File: src/rtl/temp_average_top.sv
// Sliding 8-sample temperature average shown on seven-segment digits and a character LCD.
// Latency: sample and sum update on the tick edge; HEX digits follow one edge later; LCD refreshes continuously.
// Backpressure: none; inputs are sampled at a fixed rate and the LCD bus is write-only and free-running.
module temp_average_top #(
    parameter int SAMPLE_DIV = 50_000_000,
    parameter int LCD_DIV    = 2_500
) (
    input  logic       clk,
    input  logic       rst,
    input  logic [8:0] temperatura,
    output logic [6:0] HEX_0,
    output logic [6:0] HEX_1,
    output logic [6:0] HEX_2,
    output logic       HEX_3,
    output logic [6:0] HEX_6,
    output logic [6:0] HEX_7,
    output logic       RW,
    output logic       EN,
    output logic       RS,
    output logic       ON,
    output logic [7:0] DATA
);
    localparam int SW       = (SAMPLE_DIV > 1) ? $clog2(SAMPLE_DIV) : 1;
    localparam int WAIT_CYC = 40 * LCD_DIV;
    localparam int CW       = $clog2(WAIT_CYC);
    localparam logic [6:0] SEG_ZERO = 7'b1000000;

    typedef enum logic [3:0] {
        S_INIT_FUNC, S_INIT_DISP, S_INIT_CLR, S_CLR_WAIT, S_INIT_ENTRY,
        S_SET_ADDR, S_WR_SIGN, S_WR_H, S_WR_T, S_WR_U, S_WR_C
    } lcd_state_t;

    typedef enum logic [1:0] {PH_SETUP, PH_STROBE, PH_HOLD} lcd_phase_t;

    // Seven-segment encoding, active-low gfedcba; blank for non-decimal input.
    function automatic logic [6:0] seg7(input logic [3:0] d);
        case (d)
            4'd0:    return 7'b1000000;
            4'd1:    return 7'b1111001;
            4'd2:    return 7'b0100100;
            4'd3:    return 7'b0110000;
            4'd4:    return 7'b0011001;
            4'd5:    return 7'b0010010;
            4'd6:    return 7'b0000010;
            4'd7:    return 7'b1111000;
            4'd8:    return 7'b0000000;
            4'd9:    return 7'b0010000;
            default: return 7'b1111111;
        endcase
    endfunction

    // Byte sequence order: init chain runs once, then the refresh loop repeats.
    function automatic lcd_state_t next_byte_state(input lcd_state_t s);
        case (s)
            S_INIT_FUNC:  return S_INIT_DISP;
            S_INIT_DISP:  return S_INIT_CLR;
            S_INIT_CLR:   return S_CLR_WAIT;
            S_CLR_WAIT:   return S_INIT_ENTRY;
            S_INIT_ENTRY: return S_SET_ADDR;
            S_SET_ADDR:   return S_WR_SIGN;
            S_WR_SIGN:    return S_WR_H;
            S_WR_H:       return S_WR_T;
            S_WR_T:       return S_WR_U;
            S_WR_U:       return S_WR_C;
            S_WR_C:       return S_SET_ADDR;
            default:      return S_INIT_FUNC;
        endcase
    endfunction

    logic [SW-1:0] r_samp_cnt;
    logic          w_tick;
    logic [8:0]    r_buf [0:7];
    logic [2:0]    r_wr_ptr;
    logic [11:0]   r_sum;
    logic [6:0]    r_count;

    assign w_tick = (r_samp_cnt == SW'(SAMPLE_DIV - 1));

    // Sample timer, circular buffer and running sum (new sample in, oldest out).
    always_ff @(posedge clk) begin
        if (rst) begin
            r_samp_cnt <= '0;
            r_wr_ptr   <= '0;
            r_sum      <= '0;
            r_count    <= '0;
            for (int i = 0; i < 8; i++) r_buf[i] <= '0;
        end else begin
            r_samp_cnt <= w_tick ? '0 : r_samp_cnt + SW'(1);
            if (w_tick) begin
                r_buf[r_wr_ptr] <= temperatura;
                r_sum    <= r_sum + {{3{temperatura[8]}}, temperatura}
                                  - {{3{r_buf[r_wr_ptr][8]}}, r_buf[r_wr_ptr]};
                r_wr_ptr <= r_wr_ptr + 3'd1;
                r_count  <= (r_count == 7'd99) ? 7'd0 : r_count + 7'd1;
            end
        end
    end

    logic signed [11:0] w_sum_s;
    logic signed [8:0]  w_avg;
    logic               w_neg;
    logic [8:0]         w_mag;
    logic [3:0]         w_hund, w_tens, w_unit, w_cnt_t, w_cnt_u;

    // Arithmetic shift floors toward minus infinity; |-256| needs the full 9 bits unsigned.
    assign w_sum_s = $signed(r_sum);
    assign w_avg   = 9'(w_sum_s >>> 3);
    assign w_neg   = w_avg[8];
    assign w_mag   = w_neg ? $unsigned(-w_avg) : $unsigned(w_avg);
    assign w_hund  = 4'(w_mag / 9'd100);
    assign w_tens  = 4'((w_mag / 9'd10) % 9'd10);
    assign w_unit  = 4'(w_mag % 9'd10);
    assign w_cnt_t = 4'(r_count / 7'd10);
    assign w_cnt_u = 4'(r_count % 7'd10);

    logic [6:0] r_hex0, r_hex1, r_hex2, r_hex6, r_hex7;
    logic       r_hex3;

    // Registered seven-segment outputs, refreshed every cycle from sum and count.
    always_ff @(posedge clk) begin
        if (rst) begin
            r_hex0 <= SEG_ZERO;
            r_hex1 <= SEG_ZERO;
            r_hex2 <= SEG_ZERO;
            r_hex3 <= 1'b1;
            r_hex6 <= SEG_ZERO;
            r_hex7 <= SEG_ZERO;
        end else begin
            r_hex0 <= seg7(w_unit);
            r_hex1 <= seg7(w_tens);
            r_hex2 <= seg7(w_hund);
            r_hex3 <= ~w_neg;
            r_hex6 <= seg7(w_cnt_u);
            r_hex7 <= seg7(w_cnt_t);
        end
    end

    assign HEX_0 = r_hex0;
    assign HEX_1 = r_hex1;
    assign HEX_2 = r_hex2;
    assign HEX_3 = r_hex3;
    assign HEX_6 = r_hex6;
    assign HEX_7 = r_hex7;

    lcd_state_t  r_state, w_nxt_state;
    lcd_phase_t  r_phase, w_nxt_phase;
    logic [CW-1:0] r_cnt, w_nxt_cnt;
    logic [8:0]  w_nxt_byte;
    logic        w_nxt_en;
    logic        w_latch;
    logic        r_lat_neg;
    logic [3:0]  r_lat_h, r_lat_t, r_lat_u;
    logic        r_en, r_rs, r_on;
    logic [7:0]  r_data;

    // LCD sequencing: phase timer, byte advance, and the {RS,DATA}/EN the next cycle presents.
    always_comb begin
        w_nxt_state = r_state;
        w_nxt_phase = r_phase;
        w_nxt_cnt   = r_cnt + CW'(1);
        w_nxt_byte  = 9'h000;
        w_nxt_en    = 1'b0;
        if (r_state == S_CLR_WAIT) begin
            if (r_cnt == CW'(WAIT_CYC - 1)) begin
                w_nxt_state = S_INIT_ENTRY;
                w_nxt_phase = PH_SETUP;
                w_nxt_cnt   = '0;
            end
        end else if (r_cnt == CW'(LCD_DIV - 1)) begin
            w_nxt_cnt = '0;
            case (r_phase)
                PH_SETUP:  w_nxt_phase = PH_STROBE;
                PH_STROBE: w_nxt_phase = PH_HOLD;
                default: begin
                    w_nxt_phase = PH_SETUP;
                    w_nxt_state = next_byte_state(r_state);
                end
            endcase
        end
        case (w_nxt_state)
            S_INIT_FUNC:  w_nxt_byte = 9'h038;
            S_INIT_DISP:  w_nxt_byte = 9'h00C;
            S_INIT_CLR:   w_nxt_byte = 9'h001;
            S_CLR_WAIT:   w_nxt_byte = 9'h001;
            S_INIT_ENTRY: w_nxt_byte = 9'h006;
            S_SET_ADDR:   w_nxt_byte = 9'h080;
            S_WR_SIGN:    w_nxt_byte = {1'b1, (r_lat_neg ? 8'h2D : 8'h20)};
            S_WR_H:       w_nxt_byte = {1'b1, 4'h3, r_lat_h};
            S_WR_T:       w_nxt_byte = {1'b1, 4'h3, r_lat_t};
            S_WR_U:       w_nxt_byte = {1'b1, 4'h3, r_lat_u};
            S_WR_C:       w_nxt_byte = 9'h143;
            default:      w_nxt_byte = 9'h000;
        endcase
        w_nxt_en = (w_nxt_phase == PH_STROBE) && (w_nxt_state != S_CLR_WAIT);
    end

    // Snapshot the display value once per refresh so sign and digits always match.
    assign w_latch = (w_nxt_state == S_SET_ADDR) && (r_state != S_SET_ADDR);

    // LCD state register and registered bus outputs; reset aborts any transfer.
    always_ff @(posedge clk) begin
        if (rst) begin
            r_state   <= S_INIT_FUNC;
            r_phase   <= PH_SETUP;
            r_cnt     <= '0;
            r_en      <= 1'b0;
            r_rs      <= 1'b0;
            r_data    <= 8'h00;
            r_on      <= 1'b0;
            r_lat_neg <= 1'b0;
            r_lat_h   <= '0;
            r_lat_t   <= '0;
            r_lat_u   <= '0;
        end else begin
            r_state <= w_nxt_state;
            r_phase <= w_nxt_phase;
            r_cnt   <= w_nxt_cnt;
            r_en    <= w_nxt_en;
            r_rs    <= w_nxt_byte[8];
            r_data  <= w_nxt_byte[7:0];
            r_on    <= 1'b1;
            if (w_latch) begin
                r_lat_neg <= w_neg;
                r_lat_h   <= w_hund;
                r_lat_t   <= w_tens;
                r_lat_u   <= w_unit;
            end
        end
    end

    assign RW   = 1'b0;
    assign EN   = r_en;
    assign RS   = r_rs;
    assign ON   = r_on;
    assign DATA = r_data;

endmodule

File: config.mk
export PLATFORM = sky130hd
export DESIGN_NAME = temp_average_top
export DESIGN_NICKNAME = d
export VERILOG_FILES = /design/src/rtl/temp_average_top.sv
export SDC_FILE = /design/constraint.sdc
export NUM_CORES = 1
export LEC_CHECK = 0
export ABC_CLOCK_PERIOD_IN_PS = 6100
export BUFFER_PORTS_ARGS = -buffer_cell sky130_fd_sc_hd__buf_2
export CAP_MARGIN = 20
export CORE_MARGIN = 4
export CORE_UTILIZATION = 62
export DETAILED_ROUTE_END_ITERATION = 12
export PLACE_DENSITY = 0.88
export SYNTH_ARGS = -nofsm -noshare
export SYNTH_HDL_FRONTEND = slang
export SYNTH_SLANG_ARGS = --single-unit
File: constraint.sdc
create_clock -name clk -period 6.1 [get_ports clk]
set_input_delay 1.22 -clock clk [delete_from_list [all_inputs] [get_ports clk]]
set_output_delay 1.22 -clock clk [all_outputs]
set_load 0.05 [all_outputs]
==> run_results.csv <==
group,metric,value,unit
finish,mostFrequentLayoutCell,"dfxtp_1",
pwr,p_seq_share,48.0,%
sta,rsz0062_at_grt,"no",
sta,fin_setup_tns,0,ns
finish,postLayoutCellArea,13340,um^2
route,drt_wl_total,28.71,mm
global_routing,use_met1,34.03,%
sta,fmax,0.1767,GHz
route,drt_first_iter_violations,1064,
sta,setup_viol,0,
finish,fin_util,70.60,%
cts,path_clk_slew,0.06,ns
sta,finalCriticalPeriod,5.661,ns
pwr,pwr-share-comb,4.5,%
sta,fin_skew,0.01848,ns
finish,drive_gt1_share,12.71,%
synthesis,netlist_area,12040,um^2
place,dpl.hpwl,19.14,mm
synthesis,yosys_warnings,0,
sta,timing.final.crit_share,92.80,%
cts,cts.sinks,209,
synthesis,synth-async-reset-ratio,0,%
finish,area_growth,10.76,%
pwr,p_leak,5.077,nW
finish,layout_common_cells,"dfxtp_1, nor2_1, nand2_1",
die,dieHeight,147.4,um
synthesis,yosysUniqueCellTypes,87,
cts,cts_max_path_buffers,3,
pwr,switching_share,20.87,%
sta,worst_slew_pin_slew,1.087,ns
place,port_buffers,57,
run_status,status,"completed",
route,vias,10020,
run,cap_violations,0,
die,pin_count,59,
place,placed_area,12480,um^2
cts,cts_setup_buffers,0,
place,dp_cells,1569,
synthesis,synth_cells,1311,
die,die_width,147.4,um
setup_path,critPathLaunchType,"register",
route,viasPerCell,6.213,
synthesis,synth_largest_area_cell,"dfxtp_1",
global_routing,top_usage_layer,"met2",
synthesis,syn-mean-instance-area,9.186,um^2
global_routing,use_met3,3.709,%
route,firstDrtPassIters,8,
synthesis,yosysTopAreaCellShare,22.77,%
setup_path,path_max_fanout,10,
global_routing,grtUsageTotal,25.97,%
sta,slew_headroom,27.09,%
pwr,p_switching,0.6423,mW
sta,maxSlewViolCount,0,
pwr,p_int,2.436,mW
synthesis,synth_edf_count,72,
finish,fin_cells,1613,
route,wl_per_cell,17.80,um
global_routing,grt_max_degree,61,
global_routing,grt_pass1_wl,47.40,mm
cts,cts_inserted_buffers,24,
global_routing,antenna_found_initial,0,
synthesis,yosys_register_bits,209,
pwr,ir_drop,0.0002873,V
hold_path,hp-class,"register to register",
pwr,power.share.clock,47.6,%
synthesis,synth-seq-area-share,40.73,%
setup_path,crit_type,"register to register",
global_routing,use_met2,45.65,%
sta,hold_violations,0,
die,rows,50,
finish,fillCellCount,1320,
synthesis,yosys-top-cells-area,"dfxtp_1, edfxtp_1, ha_1",
finish,regArea,4905,um^2
global_routing,grt_pass1_vias,9569,
synthesis,syn_nets,1394,
pwr,p_per_area,230.7,nW/um^2
setup_path,cp-end-kind,"register",
finish,multi_input_area,6513,um^2
setup_path,required,6.51,ns
route,ant_nets,0,
cts,cts_root_buffer,"clkbuf_16",
global_routing,overflow,0,
cts,cts_tree,"done",
finish,n_antenna_cell,0,
die,die-area,21720,um^2
setup_path,crit_arrival,6.07,ns
finish,nNetsFinal,1419,
die,initial_core_util,63.74,%
cts,h-tree-depth,1,
place,gp_congestion,0.9153,
synthesis,synth_ff_type,"dfxtp_1",
route,remaining_drc_errors,0,
die,core_area,18890,um^2
cts,clock_latency,0.51,ns
what timing repair did:
item	CTS	global route
resized for setup	0	5
hold buffers	0	0
endpoints found under the setup margin	0	6
logic make-up (layout without fill, tap and decap cells):
family,Yosys count,count (layout),share of synthesized area (%)
xor+xnor,63,63,4.644
compound gates,250,250,13.94
other cells,1,1,0.03114
flops,209,209,40.73
buf+inv,167,209,5.569
fa+ha+maj,72,72,8.166
simple gates,493,493,20.29
mux,56,56,6.629
per-stage QoR:
stage	setup slack [ns]	hold slack (ns)	power, mW
floorplan	0.7212	0.4260	1.597
finish	0.4392	0.4594	3.078
CTS	0.2817	0.4603	3.087
global placement	0.5277	0.4433	1.630
global route	0.06495	0.4847	3.174
detailed placement	0.3393	0.4454	1.637
cell type report:
type | instances | area share [%]
clock buffers | 39 | 5.647
clock inverters | 4 | 0.5253
inverters | 88 | 2.476
multi-input cells | 935 | 48.82
flip-flops and latches | 209 | 36.77
well taps | 260 | 2.439
repair buffers | 78 | 3.321
worst paths after layout:
kind / slack (ns) / endpoint / depth (start not counted) / startpoint
max: 0.44 / HEX_1[3] / 26 / r_sum[4]
min reg2reg: 0.46 / r_sum[2] / 2 / r_sum[2]
min: 0.46 / r_sum[2] / 2 / r_sum[2]
max reg2reg: 0.44 / HEX_1[3] / 26 / r_sum[4]
power groups by stage:
stage | registers (mW) | clock network (mW) | logic, mW
after floorplan | 1.51 | 0 | 0.0915
after global placement | 1.50 | 0 | 0.127
after detailed placement | 1.50 | 0 | 0.132
after CTS | 1.48 | 1.48 | 0.135
after global routing | 1.48 | 1.55 | 0.148
final | 1.48 | 1.46 | 0.137
cells in the mapped netlist (5+ instances only):
cell type	n
clkbuf_1	62
nor3b_1	12
mux4_2	18
nand3_1	41
nand3b_1	5
a31oi_1	5
edfxtp_1	72
nor2b_1	9
o211a_1	6
nor2_1	136
buf_2	5
xor2_1	32
fa_1	11
nor3_1	64
buf_1	6
a311oi_1	6
o22ai_1	6
nand4_1	12
a211oi_1	12
clkinv_1	9
o211ai_1	9
nand2b_1	15
inv_1	78
mux2i_1	28
and3_1	17
o31ai_1	14
xnor2_1	30
nand2_1	98
nor4_1	48
mux2_2	10
a221oi_1	5
ha_1	61
or3_1	9
dfxtp_1	137
a21oi_1	78
o21ai_0	50
sequential cells by signal, indices dropped and copies added, names as in the netlist, 8 cells and up, named ones only:
signal      flops
r_buf          72
r_samp_cnt     26
r_cnt          17
r_sum          12
DATA            8
worst max-delay path: stages, from the launching register on:
cell and delay [ns]:
dfxtp_1 0.37, inv_1 0.16, ha_1 0.18, or4b_4 0.53, a211oi_4 0.32, o211a_4 0.27, nor2_1 0.08, or2_2 0.34
inv_1 0.07, ha_1 0.18, a211o_1 0.22, ha_1 0.17, inv_1 0.05, a211o_1 0.25, and4_1 0.21, nor2_1 0.14
inv_1 0.09, ha_1 0.19, inv_1 0.07, o21ai_1 0.10, and3_1 0.21, or4b_4 0.56, inv_1 0.13, ha_1 0.16
nor3b_1 0.24, a211oi_2 0.09, a211oi_1 0.21
per-layer routing:
metal  share of wire (%)  wire length, um
met1                  41            11860
met2                  50            14340
met3                 6.9             1971
met4                 1.9              536
met5                   0                0
Note: power is estimated with default switching activity, not from simulation.
